==> config.mk <==
export PLATFORM = sky130hd
export DESIGN_NAME = chunked_seq_adder
export DESIGN_NICKNAME = d
export VERILOG_FILES = /design/src/rtl/chunked_seq_adder.sv
export SDC_FILE = /design/constraint.sdc
export NUM_CORES = 1
export LEC_CHECK = 0
export CORE_MARGIN = 10
export CORE_UTILIZATION = 30
export CTS_CLUSTER_DIAMETER = 120
export DETAILED_ROUTE_END_ITERATION = 8
export PLACE_DENSITY = 0.58
export REMOVE_ABC_BUFFERS = 1
export SETUP_SLACK_MARGIN = 0.1
export SYNTH_ARGS = -nofsm -noshare
export SYNTH_HDL_FRONTEND = slang
export SYNTH_SLANG_ARGS = --single-unit
==> constraint.sdc <==
create_clock -name clk -period 5.5 [get_ports clk]
set_input_delay 1.65 -clock clk [delete_from_list [all_inputs] [get_ports clk]]
set_output_delay 1.65 -clock clk [all_outputs]
set_load 0.01 [all_outputs]
==> src/rtl/chunked_seq_adder.sv <==
// Multi-cycle WIDTH-bit adder: CHUNK bits per clock, LSB first, valid/ready on both sides.
// Optional subtract mode (a - b - cin) is enabled by defining CHUNKED_ADDER_SUB_EN.
module chunked_seq_adder #(
    parameter int unsigned WIDTH = 64,
    parameter int unsigned CHUNK = 16
) (
    input  logic             clk,
    input  logic             rst_n,
    input  logic             in_valid,
    output logic             in_ready,
    input  logic [WIDTH-1:0] a,
    input  logic [WIDTH-1:0] b,
    input  logic             cin,
`ifdef CHUNKED_ADDER_SUB_EN
    input  logic             sub,
`endif
    output logic             out_valid,
    input  logic             out_ready,
    output logic [WIDTH-1:0] sum,
    output logic             cout,
    output logic             ovf
);

    localparam int unsigned NCHUNK = WIDTH / CHUNK;
    localparam int unsigned IdxW   = (NCHUNK > 1) ? $clog2(NCHUNK) : 1;
    localparam int unsigned CarryW = CHUNK + 1;
    localparam logic [IdxW-1:0]  LastIdx   = IdxW'(NCHUNK - 1);
    localparam logic [WIDTH-1:0] ChunkMask = WIDTH'({CHUNK{1'b1}});

    typedef enum logic [1:0] {
        StIdle,
        StRun,
        StDone
    } state_e;

    state_e           state_q, state_d;
    logic [WIDTH-1:0] a_q, a_d;
    logic [WIDTH-1:0] b_q, b_d;
    logic [WIDTH-1:0] sum_q, sum_d;
    logic [IdxW-1:0]  idx_q, idx_d;
    logic             carry_q, carry_d;
    logic             cout_q, cout_d;
    logic             ovf_q, ovf_d;

    logic [WIDTH-1:0] b_eff;
    logic             cin_eff;
    logic [31:0]      lsb;
    logic [CHUNK-1:0] a_chunk;
    logic [CHUNK-1:0] b_chunk;
    logic [CHUNK:0]   chunk_sum;
    logic [CHUNK-1:0] chunk_res;
    logic             chunk_cout;
    logic             msb_cin;

    // Subtraction is a + ~b + ~cin; B is stored already inverted so RUN is add-only.
`ifdef CHUNKED_ADDER_SUB_EN
    always_comb begin
        b_eff   = sub ? ~b : b;
        cin_eff = cin ^ sub;
    end
`else
    always_comb begin
        b_eff   = b;
        cin_eff = cin;
    end
`endif

    always_comb begin
        lsb        = 32'(idx_q) * CHUNK;
        a_chunk    = CHUNK'(a_q >> lsb);
        b_chunk    = CHUNK'(b_q >> lsb);
        chunk_sum  = {1'b0, a_chunk} + {1'b0, b_chunk} + CarryW'(carry_q);
        chunk_res  = chunk_sum[CHUNK-1:0];
        chunk_cout = chunk_sum[CHUNK];
        // Carry into the MSB recovered from the MSB's own sum bit.
        msb_cin    = a_chunk[CHUNK-1] ^ b_chunk[CHUNK-1] ^ chunk_res[CHUNK-1];
    end

    always_comb begin
        state_d = state_q;
        a_d     = a_q;
        b_d     = b_q;
        sum_d   = sum_q;
        idx_d   = idx_q;
        carry_d = carry_q;
        cout_d  = cout_q;
        ovf_d   = ovf_q;

        unique case (state_q)
            StIdle: begin
                if (in_valid) begin
                    a_d     = a;
                    b_d     = b_eff;
                    carry_d = cin_eff;
                    sum_d   = '0;
                    idx_d   = '0;
                    cout_d  = 1'b0;
                    ovf_d   = 1'b0;
                    state_d = StRun;
                end
            end
            StRun: begin
                sum_d   = (sum_q & ~(ChunkMask << lsb)) | (WIDTH'(chunk_res) << lsb);
                carry_d = chunk_cout;
                idx_d   = idx_q + 1'b1;
                if (idx_q == LastIdx) begin
                    cout_d  = chunk_cout;
                    ovf_d   = chunk_cout ^ msb_cin;
                    idx_d   = '0;
                    state_d = StDone;
                end
            end
            StDone: begin
                if (out_ready) begin
                    state_d = StIdle;
                end
            end
            default: state_d = StIdle;
        endcase
    end

    always_ff @(posedge clk) begin
        if (!rst_n) begin
            state_q <= StIdle;
            a_q     <= '0;
            b_q     <= '0;
            sum_q   <= '0;
            idx_q   <= '0;
            carry_q <= 1'b0;
            cout_q  <= 1'b0;
            ovf_q   <= 1'b0;
        end else begin
            state_q <= state_d;
            a_q     <= a_d;
            b_q     <= b_d;
            sum_q   <= sum_d;
            idx_q   <= idx_d;
            carry_q <= carry_d;
            cout_q  <= cout_d;
            ovf_q   <= ovf_d;
        end
    end

    assign in_ready  = (state_q == StIdle);
    assign out_valid = (state_q == StDone);
    assign sum       = sum_q;
    assign cout      = cout_q;
    assign ovf       = ovf_q;

endmodule

==> metrics <==
Seq/Total Area, Yosys=0.442; crit path launch type=register; Syn Inst Count=1,003; DP Area=11,300 µm²; antenna viol nets, final=0; die area=37,400 µm²; count of cell types in the netlist=52; Peak VDD IR=0.000188 V; Synth Area per Inst=8.99 µm²; Rows=63; vias per cell=4.76; Vias=7,418; CTS Buf Count=17; IO Pins=201; commonest non-fill, non-tap cell in the layout=nand2_1; Data required, critical path=5790 ps; number of synthesized flops with an enable pin=0; Fillers=3,034; first-pass GRT wire length=43.8 mm; #FFs+latches synth=199; share of cells above drive strength 1=0.0762; Worst Skew=12.9 ps; CTS Buffer Depth=2; root buf cell=clkbuf_16; area occupied by multi-input gates=4720 µm²; sequential cell area=3990 µm²; outcome=finished, final reports clean; Detailed Route Iter0 Violations=442; Vert. Die Dim=193 µm; Static Leak=4.20 nW; number of detailed-route iterations in the first pass=5; Final nets=1,309; Async S/R FF share, synth=0; Hold Crit Class=register to register; endpoints failing setup=0; synthesized area=9020 µm²; worst-margin pin slew=1130 ps; cts hold-fix bufs=0; reg2reg path depth=10; YS warnings=0; Synth-to-Final Area Change=32.1%; clk slew on worst S/H paths=80 ps; Post-route DRC=0; RR Startpoint=idx_q[0]; post-route setup TNS=0 ps; overall fraction of global-route tracks in use=0.144; final wirelength=27.7 mm; top_reg_cell synth=dfxtp_1; Hold Fails Final Rpt=0; Max Freq=0.264 GHz; relative slew slack=0.245; RSZ-0062 raised after global routing=no; CTS-repair resized insts=0; Critical Path Source=idx_q[0]; Finished Layout Cells=1,558; Core Util, Final=0.402; initial antenna violation count=0; CP Capture Type=register; Initial Utilization=0.304; Core Footprint=29,600 µm²; drt wl/cell=17.8 µm; I/O Buffers=200; commonest cells after routing, fill and taps aside=295 x nand2_1, 199 x clkdlybuf4s50_1, 197 x dfxtp_1; clk_lat worst skew=430 ps; maximum fanout along the worst path=40; final worst path period need=3790 ps; CTS tree=built; # diodes=0; final worst-path cycle share=0.689; max_cap viols=0; H-Tree Depth=4; # clock sinks=199; Pins Over Slew Limit=0; GPL Wtd Cong=0.789; post-route cell area=11,900 µm²; Placed Cells incl. Taps=1,526; Crit Path Class=register to register; Tot Pwr=3.40 mW; remaining global-route overflow=0; Pwr per Cell Area=285 nW/µm²; pin count of the biggest net entering global routing=93; WP data arrival=4080 ps; Die Wd=193 µm; setup repair bufs after CTS=0; hold wc startpoint=sum[15]; DP HPWL=19.7 mm; vias in the first global route=7,539; Hold Crit Depth=2
-- cells in the mapped netlist (2+ instances only) --
cell type | number | share of area
o21ai_1 | 6 | 0.0033
nand2b_1 | 5 | 0.0035
buf_1 | 3 | 0.0012
nand2_1 | 296 | 0.12
nand3_1 | 21 | 0.012
inv_1 | 11 | 0.0046
o31ai_1 | 4 | 0.0033
nor2b_1 | 43 | 0.030
a32oi_1 | 9 | 0.0087
a21oi_1 | 16 | 0.0089
a21boi_0 | 129 | 0.11
nor3_1 | 7 | 0.0039
mux2i_1 | 3 | 0.0033
clkbuf_1 | 47 | 0.020
a31o_2 | 2 | 0.0019
or3_1 | 2 | 0.0014
a311o_1 | 2 | 0.0022
buf_2 | 24 | 0.013
nand4_1 | 2 | 0.0014
o21bai_1 | 2 | 0.0017
dfxtp_1 | 199 | 0.44
a22oi_1 | 29 | 0.024
a21o_1 | 6 | 0.0050
o311ai_0 | 3 | 0.0029
xnor2_1 | 7 | 0.0068
xor2_1 | 2 | 0.0019
and2_1 | 9 | 0.0062
and3_1 | 2 | 0.0014
o21a_1 | 7 | 0.0058
o211ai_1 | 2 | 0.0017
and4_1 | 2 | 0.0019
ha_1 | 19 | 0.026
fa_1 | 2 | 0.0044
o21ai_0 | 16 | 0.0089
mux4_2 | 32 | 0.080
nor2_1 | 16 | 0.0067
-- cell type report --
class / instances / area share
flip-flops and latches: 199 / 0.335
multi-input cells: 719 / 0.396
well taps: 390 / 0.0410
repair buffers: 207 / 0.172
inverters: 11 / 0.00347
clock inverters: 13 / 0.0156
clock buffers: 19 / 0.0372
-- power breakdown --
group	switching, mW	leakage (nW)	internal [mW]	total [mW]
combinational	0.254	2.26	0.230	0.485
sequential	0.0489	1.63	1.51	1.56
clock	0.609	0.306	0.748	1.36
-- cells by family (layout without fill, tap and decap cells) --
group,Yosys count,in the layout,share of synthesized area
muxes,35,35,0.0832
xor gates and xnor gates,9,9,0.00874
and+or+nand+nor,407,407,0.193
buffers and inverters,85,250,0.0387
adders and majority gates,21,21,0.0308
AOI/OAI and AO/OA,247,247,0.204
DFF,199,199,0.442
-- metrics by stage --
stage | hold slack [ps] | worst slack [ps]
5_1_grt | 484 | 1510
4_1_cts | 461 | 1690
3_3_place_gp | 437 | 1560
3_5_place_dp | 450 | 1500
2_1_floorplan | 440 | 695
6_report | 456 | 1710
-- path summary, 6_finish.rpt --
path	to	slack (ps)
worst max-delay path	sum[30]	1710
worst min-delay path	sum[15]	460
worst max register to register	sum[30]	1710
worst min register to register	sum[15]	460
-- worst max-delay path, cell delays in order (launching register included) --
cell and delay (ps):
dfxtp_4 900, mux4_2 620, fa_1 500, inv_1 100, fa_1 210, nand2b_1 150
a21o_1 210, a21oi_1 130, o21a_1 230, nor3_1 440, o31ai_1 140
-- per-layer routing --
layer	part of all wire	GRT usage
met5	0	0
met3	0.042	0.0323
met4	0.0098	0.0306
met1	0.49	0.195
met2	0.46	0.228
-- flip-flops by register name, summed over array words and instances, names as in the netlist --
signal and cells:
sum 64, state_q 2, a_q 64, idx_q 2, carry_q 1, cout 1
b_q 64, ovf 1
No activity file was read; power rests on OpenSTA's default activity.
